**config.mk**
```make
export PLATFORM = sky130hd
export DESIGN_NAME = regfile_dump_ctrl
export DESIGN_NICKNAME = d
export VERILOG_FILES = /design/src/rtl/regdump_pkg.sv /design/src/rtl/regdump_byte_sel.sv /design/src/rtl/regfile_dump_ctrl.sv
export SDC_FILE = /design/constraint.sdc
export NUM_CORES = 1
export LEC_CHECK = 0
export ABC_AREA = 1
export BUFFER_PORTS_ARGS = -buffer_cell sky130_fd_sc_hd__buf_2
export CAP_MARGIN = 20
export CORE_AREA = 2 2 81 83
export DETAILED_ROUTE_END_ITERATION = 7
export DIE_AREA = 0 0 83 85
export PLACE_DENSITY = 0.56
export SYNTH_ARGS = -nofsm -noshare
export SYNTH_HDL_FRONTEND = slang
export SYNTH_HIERARCHICAL = 1
export SYNTH_SLANG_ARGS = --single-unit
```
**constraint.sdc**
```tcl
create_clock -name i_clk -period 2.4 [get_ports i_clk]
set_clock_uncertainty 0.1 [all_clocks]
set_input_delay 0.12 -clock i_clk [delete_from_list [all_inputs] [get_ports i_clk]]
set_output_delay 0.12 -clock i_clk [all_outputs]
set_load 0.02 [all_outputs]
```
**src/rtl/regdump_pkg.sv**
```systemverilog
// Shared definitions for the register-file dump sequencer: FSM state encoding,
// default bytes-per-register and the byte-counter width helper.
package regdump_pkg;

    // Checksum states are always encoded so every build shares one state type.
    typedef enum logic [3:0] {
        IDLE,
        SET_ADDR,
        LATCH,
        SEND,
        WAIT_TX,
        NEXT,
        DONE,
        CKSUM_SEND,
        CKSUM_WAIT
    } dump_state_t;

    localparam int DEFAULT_NBITS = 32;
    localparam int DEFAULT_BYTE  = 8;
    localparam int BYTES_PER_REG = DEFAULT_NBITS / DEFAULT_BYTE;

    function automatic int byte_cnt_w(input int nbytes);
        return (nbytes > 1) ? $clog2(nbytes) : 1;
    endfunction

endpackage

```
**src/rtl/regdump_byte_sel.sv**
```systemverilog
// Combinational byte selector: picks byte <idx> (byte 0 = least significant)
// out of an NBITS word. Shared with the memory dump path.
module regdump_byte_sel #(
    parameter int NBITS = 32,
    parameter int BYTE  = 8,
    parameter int IDX_W = 2
) (
    input  logic [NBITS-1:0] data,
    input  logic [IDX_W-1:0] idx,
    output logic [BYTE-1:0]  byte_out
);

    always_comb begin
        byte_out = '0;
        for (int i = 0; i < NBITS / BYTE; i++) begin
            if (idx == IDX_W'(i)) begin
                byte_out = data[i*BYTE +: BYTE];
            end
        end
    end

endmodule

```
**src/rtl/regfile_dump_ctrl.sv**
```systemverilog
// Walks the register file debug port and streams every register, LSB byte
// first, to the UART TX. Optional trailing XOR checksum byte: REGDUMP_CHECKSUM_EN.
module regfile_dump_ctrl
    import regdump_pkg::*;
#(
    parameter int NBITS   = 32,
    parameter int REGS    = 5,
    parameter int TAM_REG = 32,
    parameter int BYTE    = 8
) (
    input  logic             i_clk,
    input  logic             i_reset,
    input  logic             i_start,
    output logic [REGS-1:0]  o_dir_debug,
    input  logic [NBITS-1:0] i_data_debug,
    output logic [BYTE-1:0]  o_tx_data,
    output logic             o_tx_start,
    input  logic             i_tx_done,
    output logic             o_busy,
    output logic             o_done
);

    localparam int BPR = NBITS / BYTE;
    localparam int BCW = byte_cnt_w(BPR);
    localparam logic [REGS-1:0] LAST_REG  = REGS'(TAM_REG - 1);
    localparam logic [BCW-1:0]  LAST_BYTE = BCW'(BPR - 1);

    dump_state_t      state, state_nx;
    logic [REGS-1:0]  reg_cnt, reg_cnt_nx;
    logic [BCW-1:0]   byte_cnt, byte_cnt_nx;
    logic [NBITS-1:0] shadow;
    logic [NBITS-1:0] sel_src;
    logic [BYTE-1:0]  sel_byte;
`ifdef REGDUMP_CHECKSUM_EN
    logic [BYTE-1:0]  cksum;
`endif

    assign o_dir_debug = reg_cnt;

    // In LATCH the shadow is not loaded yet, so the first byte comes straight
    // from the debug port; the selector indexes with the upcoming byte count so
    // o_tx_data is valid in the same cycle as o_tx_start.
    assign sel_src = (state == LATCH) ? i_data_debug : shadow;

    regdump_byte_sel #(
        .NBITS (NBITS),
        .BYTE  (BYTE),
        .IDX_W (BCW)
    ) u_byte_sel (
        .data     (sel_src),
        .idx      (byte_cnt_nx),
        .byte_out (sel_byte)
    );

    always_comb begin
        state_nx    = state;
        reg_cnt_nx  = reg_cnt;
        byte_cnt_nx = byte_cnt;
        case (state)
            IDLE: begin
                if (i_start) begin
                    state_nx    = SET_ADDR;
                    reg_cnt_nx  = '0;
                    byte_cnt_nx = '0;
                end
            end
            SET_ADDR: state_nx = LATCH;
            LATCH:    state_nx = SEND;
            SEND:     state_nx = WAIT_TX;
            WAIT_TX: begin
                if (i_tx_done) state_nx = NEXT;
            end
            NEXT: begin
                if (byte_cnt < LAST_BYTE) begin
                    byte_cnt_nx = byte_cnt + BCW'(1);
                    state_nx    = SEND;
                end else begin
                    byte_cnt_nx = '0;
                    if (reg_cnt < LAST_REG) begin
                        reg_cnt_nx = reg_cnt + REGS'(1);
                        state_nx   = SET_ADDR;
                    end else begin
`ifdef REGDUMP_CHECKSUM_EN
                        state_nx = CKSUM_SEND;
`else
                        state_nx = DONE;
`endif
                    end
                end
            end
`ifdef REGDUMP_CHECKSUM_EN
            CKSUM_SEND: state_nx = CKSUM_WAIT;
            CKSUM_WAIT: begin
                if (i_tx_done) state_nx = DONE;
            end
`endif
            DONE:    state_nx = IDLE;
            default: state_nx = IDLE;
        endcase
    end

    // Outputs are registered from the next state so each one is asserted for
    // exactly the cycles the FSM spends in the corresponding state.
    always_ff @(posedge i_clk) begin
        if (i_reset) begin
            state      <= IDLE;
            reg_cnt    <= '0;
            byte_cnt   <= '0;
            o_tx_data  <= '0;
            o_tx_start <= 1'b0;
            o_busy     <= 1'b0;
            o_done     <= 1'b0;
`ifdef REGDUMP_CHECKSUM_EN
            cksum      <= '0;
`endif
        end else begin
            state      <= state_nx;
            reg_cnt    <= reg_cnt_nx;
            byte_cnt   <= byte_cnt_nx;
            o_busy     <= (state_nx != IDLE) && (state_nx != DONE);
            o_done     <= (state_nx == DONE);
`ifdef REGDUMP_CHECKSUM_EN
            o_tx_start <= (state_nx == SEND) || (state_nx == CKSUM_SEND);
            if (state == IDLE && i_start) begin
                cksum <= '0;
            end else if (state_nx == SEND) begin
                cksum <= cksum ^ sel_byte;
            end
            if (state_nx == CKSUM_SEND) begin
                o_tx_data <= cksum;
            end
`else
            o_tx_start <= (state_nx == SEND);
`endif
            if (state_nx == SEND) begin
                o_tx_data <= sel_byte;
            end
        end
    end

    always_ff @(posedge i_clk) begin
        if (state == LATCH) begin
            shadow <= i_data_debug;
        end
    end

endmodule
```
==> metrics.csv, run 1 <==
metric;value;unit
status;completed;
final_cell_mix;dfxtp_1 (54), buf_2 (51), nand2_1 (43), nand3_1 (37);
clock_latency;0.31;ns
drive_above_1_share;32.39;%
final_common_cell;dfxtp_1;
r2r_cells;12;
clk_pin_slew_worst_paths;0.10;ns
grt_usage;15.35;%
final.setup.worst_slack;0.2819;ns
io_buffer_count;51;
yosysWarnings;6;
vias;2060;
wl_per_cell;11.83;um
synth_seq_cells;54;
cts_setup_buffers;0;
async_flop_share;0;%
synth-simple-area-share;27.17;%
synth_edf_count;0;
grt_pass1_vias;2017;
p_per_area;667.5;nW/um^2
syn2layout_area_growth;30.77;%
maxCapViolCount;0;
cp-start-kind;flip-flop;
start_util;38.74;%
dp_hpwl;3626;um
max-clock-path-buffers;2;
die_h;85;um
diodes;0;
routed_wl;5111;um
synth_area_per_cell;8.902;um^2
synth_compound_area_share;3.748;%
syn-cell-area;2404;um^2
synth_top_family_by_area;simple AND/OR/NAND/NOR gates;
die_area;7055;um^2
nets;392;
ys.flop_type;dfxtp_1;
final_antenna_net_count;0;
cts_buffers;5;
synth-xor-area-share;0.7288;%
synthDistinctLibCells;29;
finalHoldViolCount;0;
fin_crit_sh;88.26;%
viasPerCell;4.769;
fill_cells;588;
first_pass_iters;4;
place_area;2711;um^2
pre_cts_slack;0.1789;ns
arrival;2.27;ns
holdPathStages;2;
worstSetupEndpointType;flip-flop;
cts.sinks;54;
cts_root_buffer;clkbuf_8;
peakVddDrop;424.9;uV
io_pins;52;
fin_tns_setup;0;ns
drc;0;
grt_max_degree;34;
critical_path_class;flip-flop to flip-flop;
finalPower;2.098;mW
hold_class;primary input to flip-flop;
yosysSeqAreaShare;44.98;%
fin_crit;2.118;ns
cts_tree;built;
antenna_found_initial;0;
synth_mux_area_share;14.99;%
max_freq;472.1;MHz
leakage;1.406;nW
ctsHtreeMaxLevel;2;
worst-path-max-fanout;11;
multi_input_area;1152;um^2
gp_congestion;0.7318;
rsz0062_at_grt;no;
grt_overflow_total;0;
cp_data_required_time;2.55;ns
ff_latch_area;1081;um^2
synth-adder-area-share;1.041;%
maxSlewViolCount;0;
netlist_instances;270;
initialDrtViolationCount;52;
grt_pass1_wl;8873;um
syn-num-nets;308;
setup-violations-final;0;
core;6205;um^2
die_w;83;um
stdcell_area;3143;um^2
rows;29;
==> path summary, 6_finish.rpt <==
kind	startpoint	end	slack, ns
setup / recovery	state[2]	o_tx_data[5]	0.28
hold / removal	i_reset	o_tx_start	0.03
setup reg to reg	state[2]	o_tx_data[5]	0.28
hold reg to reg	shadow[12]	shadow[12]	0.38
==> metrics by stage <==
| step | hold slack (ns) | utilization [%] | std cells |
|---|---|---|---|
| 2_1_floorplan | 0.1813 | - | 270 |
| 3_3_place_gp | 0.2766 | 43.70 | 392 |
| 5_1_grt | 0.04924 | 50.66 | 432 |
| 4_1_cts | 0.02708 | 50.62 | 432 |
| 3_5_place_dp | 0.2714 | 43.70 | 392 |
| 6_report | 0.02857 | 50.66 | 432 |
==> flip-flops by register name, summed over array words and instances, names as in the netlist <==
| register | count |
|---|---|
| state | 4 |
| o_busy | 1 |
| o_tx_start | 1 |
| o_tx_data | 8 |
| o_dir_debug | 5 |
| shadow | 32 |
| byte_cnt | 2 |
| o_done | 1 |
==> worst max-delay path, stage by stage (launching register included) <==
cell     delay (ns)
dfxtp_1        0.39
nand2_1        0.11
nor2_4         0.19
nand2_4        0.11
or2_2          0.31
nand2_2        0.17
buf_4          0.21
nand3_1        0.09
nand4_1        0.13
inv_1          0.05
nand3_1        0.07
nand2_1        0.05
nor2_1         0.08
==> area by class of cell <==
| type | instances | share of cell area (%) |
|---|---|---|
| Clock inverter | 3 | 1.274 |
| Multi-Input combinational cell | 183 | 36.66 |
| Sequential cell | 54 | 34.40 |
| Inverter | 23 | 2.747 |
| Clock buffer | 5 | 2.189 |
| Tap cell | 77 | 3.065 |
| Timing Repair Buffer | 87 | 19.67 |
==> cells in the mapped netlist (all sizes together) (2+ instances only) <==
library cell | count | area, um^2
ha | 2 | 25.02
inv | 22 | 82.58
nand4 | 13 | 81.33
nand2 | 47 | 193.9
nor3 | 2 | 15.01
a21oi | 15 | 78.83
nand3 | 41 | 232.7
dfxtp | 54 | 1081
nor2 | 25 | 123.9
buf | 9 | 82.57
mux2 | 32 | 360.4
==> cell families after synthesis <==
group,Yosys count
AO/OA/AOI/OAI,17
XOR/XNOR,2
adder cells (fa/ha/maj),2
buffers and inverters,33
flip-flops,54
multiplexers,32
other,1
AND/OR/NAND/NOR,129
==> timing repair <==
action / in CTS / in global routing
hold buffers: 32 / 0
hold endpoints to repair: 32 / 0
endpoints found under the setup margin: 0 / 5
resized for setup: 0 / 1
==> report_power, final <==
part	total (mW)	switching [mW]	internal (mW)
clock	0.600	0.293	0.307
combinational	0.395	0.182	0.213
sequential	1.10	0.0378	1.06
total	2.10	0.513	1.59
==> routing by layer <==
metal | wire (um) | part of all wire, % | GRT usage [%] | vias up
met4 | 72 | 1.4 | 4.620 | 0
met3 | 213 | 4.2 | 3.988 | 7
met5 | 0 | 0 | 0 | -
li1 | - | - | - | 1069
met1 | 2325 | 45 | 18.31 | 942
met2 | 2500 | 49 | 27.20 | 42
Power figures use the tool's default switching activity.
==> run 2, diff against run 1 <==
--- a/config.mk
+++ b/config.mk
@@ -5,13 +5,12 @@
 export SDC_FILE = /design/constraint.sdc
 export NUM_CORES = 1
 export LEC_CHECK = 0
-export ABC_AREA = 1
 export BUFFER_PORTS_ARGS = -buffer_cell sky130_fd_sc_hd__buf_2
 export CAP_MARGIN = 20
-export CORE_AREA = 2 2 81 83
+export CORE_AREA = 2 2 79 81
 export DETAILED_ROUTE_END_ITERATION = 7
-export DIE_AREA = 0 0 83 85
-export PLACE_DENSITY = 0.56
+export DIE_AREA = 0 0 81 83
+export PLACE_DENSITY = 0.57
 export SYNTH_ARGS = -nofsm -noshare
 export SYNTH_HDL_FRONTEND = slang
 export SYNTH_HIERARCHICAL = 1
==> metrics.csv, run 2 <==
metric;value;unit
dp_hpwl;3186;um
synth_edf_count;0;
drive_above_1_share;30.24;%
fin_tns_setup;0;ns
grt_pass1_wl;7769;um
fin_util;54.07;%
first_pass_iters;4;
syn-num-nets;237;
synth.most_common_cell;dfxtp_1;
die_w;81;um
final_common_cell;dfxtp_1;
die_area;6723;um^2
cts.sinks;54;
synth_top_cell_by_area;dfxtp_1;
max-clock-path-buffers;2;
grt_max_degree;21;
syn2layout_area_growth;38.23;%
gp_congestion;0.8052;
clk_pin_slew_worst_paths;0.10;ns
die_h;83;um
yosysWarnings;6;
peakVddDrop;356.6;uV
cts_tree;built;
finalPower;2.061;mW
wl_per_cell;13.00;um
worstMarginPinSlew;0.4979;ns
antenna_found_initial;0;
final_cell_mix;dfxtp_1 (54), buf_2 (51), dlygate4sd3_1 (32), mux2_1 (31), nor2_1 (14);
nets;328;
syn-cell-area;2275;um^2
vias;1790;
holdPathStages;2;
yosys-top-cells-area;dfxtp_1 (48%), mux2_1 (16%), mux4_2 (7.9%);
hold_class;primary input to flip-flop;
worst-path-max-fanout;12;
core;5816;um^2
cts_root_buffer;clkbuf_8;
yosysSeqAreaShare;47.52;%
start_util;39.11;%
rows;28;
diodes;0;
grt_usage;14.92;%
clock_latency;0.31;ns
max_freq;423.2;MHz
final_antenna_net_count;0;
r2r_cells;7;
largest_reg_flops;32;
status;completed;
ctsHtreeMaxLevel;2;
synthDistinctLibCells;39;
cp-start-kind;flip-flop;
leakage;1.297;nW
routed_wl;4759;um
worstSetupEndpointType;flip-flop;
initialDrtViolationCount;92;
yosysTopAreaCellShare;47.52;%
yosys-top-cells-count;dfxtp_1 (54), mux2_1 (32), nor2_1 (14), a21oi_1 (11);
io_buffer_count;51;
arrival;2.47;ns
cp_data_required_time;2.50;ns
maxCapViolCount;0;
cts_buffers;5;
drc;0;
fin_crit_sh;98.46;%
fin_crit;2.363;ns
synth_area_per_cell;11.43;um^2
finalHoldViolCount;0;
relSlewSlack;66.70;%
viasPerCell;4.891;
setup-violations-final;0;
regMostFlops;shadow;
maxSlewViolCount;0;
grt_overflow_total;0;
grt_pass1_vias;1693;
p_per_area;655.4;nW/um^2
netlist_instances;199;
async_flop_share;0;%
ys.flop_type;dfxtp_1;
critical_path_class;flip-flop to flip-flop;
synth_seq_cells;54;
io_pins;52;
run 2: cell types whose count changed in the layout (fill, tap and decap cells not counted), sizes merged, moves of 4 or more:
cell    before  now
inv         22    2
or3          0    4
nand2       47    7
nand2b       0    5
mux4         0    8
nand3       41    2
o21ai        1    6
nor2        25   15
nand4       13    2
buf         55   62
mux2i        0    8
run 2: metal layers:
layer | vias up | wire [um] | GRT usage (%)
met5 | - | 0 | 0
met4 | 0 | 96 | 6.626
met3 | 7 | 163 | 2.826
met2 | 36 | 2369 | 25.02
met1 | 843 | 2129 | 18.28
li1 | 904 | - | -
run 2: critical path, cell delays in order, from the launching register on:
cell	delay (ns)
dfxtp_1	0.34
or3b_4	0.42
nor2_4	0.17
buf_12	0.16
mux2_2	0.35
mux4_2	0.48
mux2i_1	0.17
nor2_1	0.07
run 2: cell families (layout without fill, tap and decap cells):
logic type	Yosys count	after routing	share of synthesized area, %
flip-flops	54	54	47.52
AND/OR/NAND/NOR	53	53	12.76
multiplexers	48	48	27.28
AO/OA/AOI/OAI	28	28	7.811
buffers and inverters	13	105	3.355
adder cells (fa/ha/maj)	2	2	1.100
other	1	1	0.1649
run 2: final timing paths:
path	startpoint	end	slack [ns]
max	state[1]	o_tx_data[3]	0.04
min	i_reset	o_tx_data[0]	0.06
max reg2reg	state[1]	o_tx_data[3]	0.04
min reg2reg	shadow[23]	shadow[23]	0.36
run 2: stage by stage:
step	std cells	setup WS, ns	cell area [um^2]	hold slack (ns)
floorplan	199	0.05230	2275	0.09161
global placement	325	0.05566	2685	0.2586
detailed placement	325	-0.0007216	2685	0.2617
CTS	365	0.02705	3108	0.06647
global route	366	-0.05799	3144	0.07228
finish	366	0.03699	3144	0.06146
run 2: where the power goes:
part           leakage [nW]  switching, mW  internal [mW]
Combinational         0.798          0.155          0.240
Clock                0.0514          0.303          0.238
Sequential            0.447         0.0387           1.09
run 2: final cells by class:
class,count,area [um^2]
sequential,54,1081
inverter,2,7.507
clock buffer,6,82.58
tap,75,93.84
clock inverter,2,17.52
timing repair buffer,95,724.4
multi-input combinational,132,1137
fill,534,2671
run 2: repair_timing:
action / in CTS / in global routing
endpoints found under the setup margin: 1 / 8
cloned: 0 / 1
resized for setup: 1 / 4
hold endpoints to repair: 32 / 0
setup buffers: 0 / 0
hold buffers: 32 / 0
pin swaps: 1 / 2
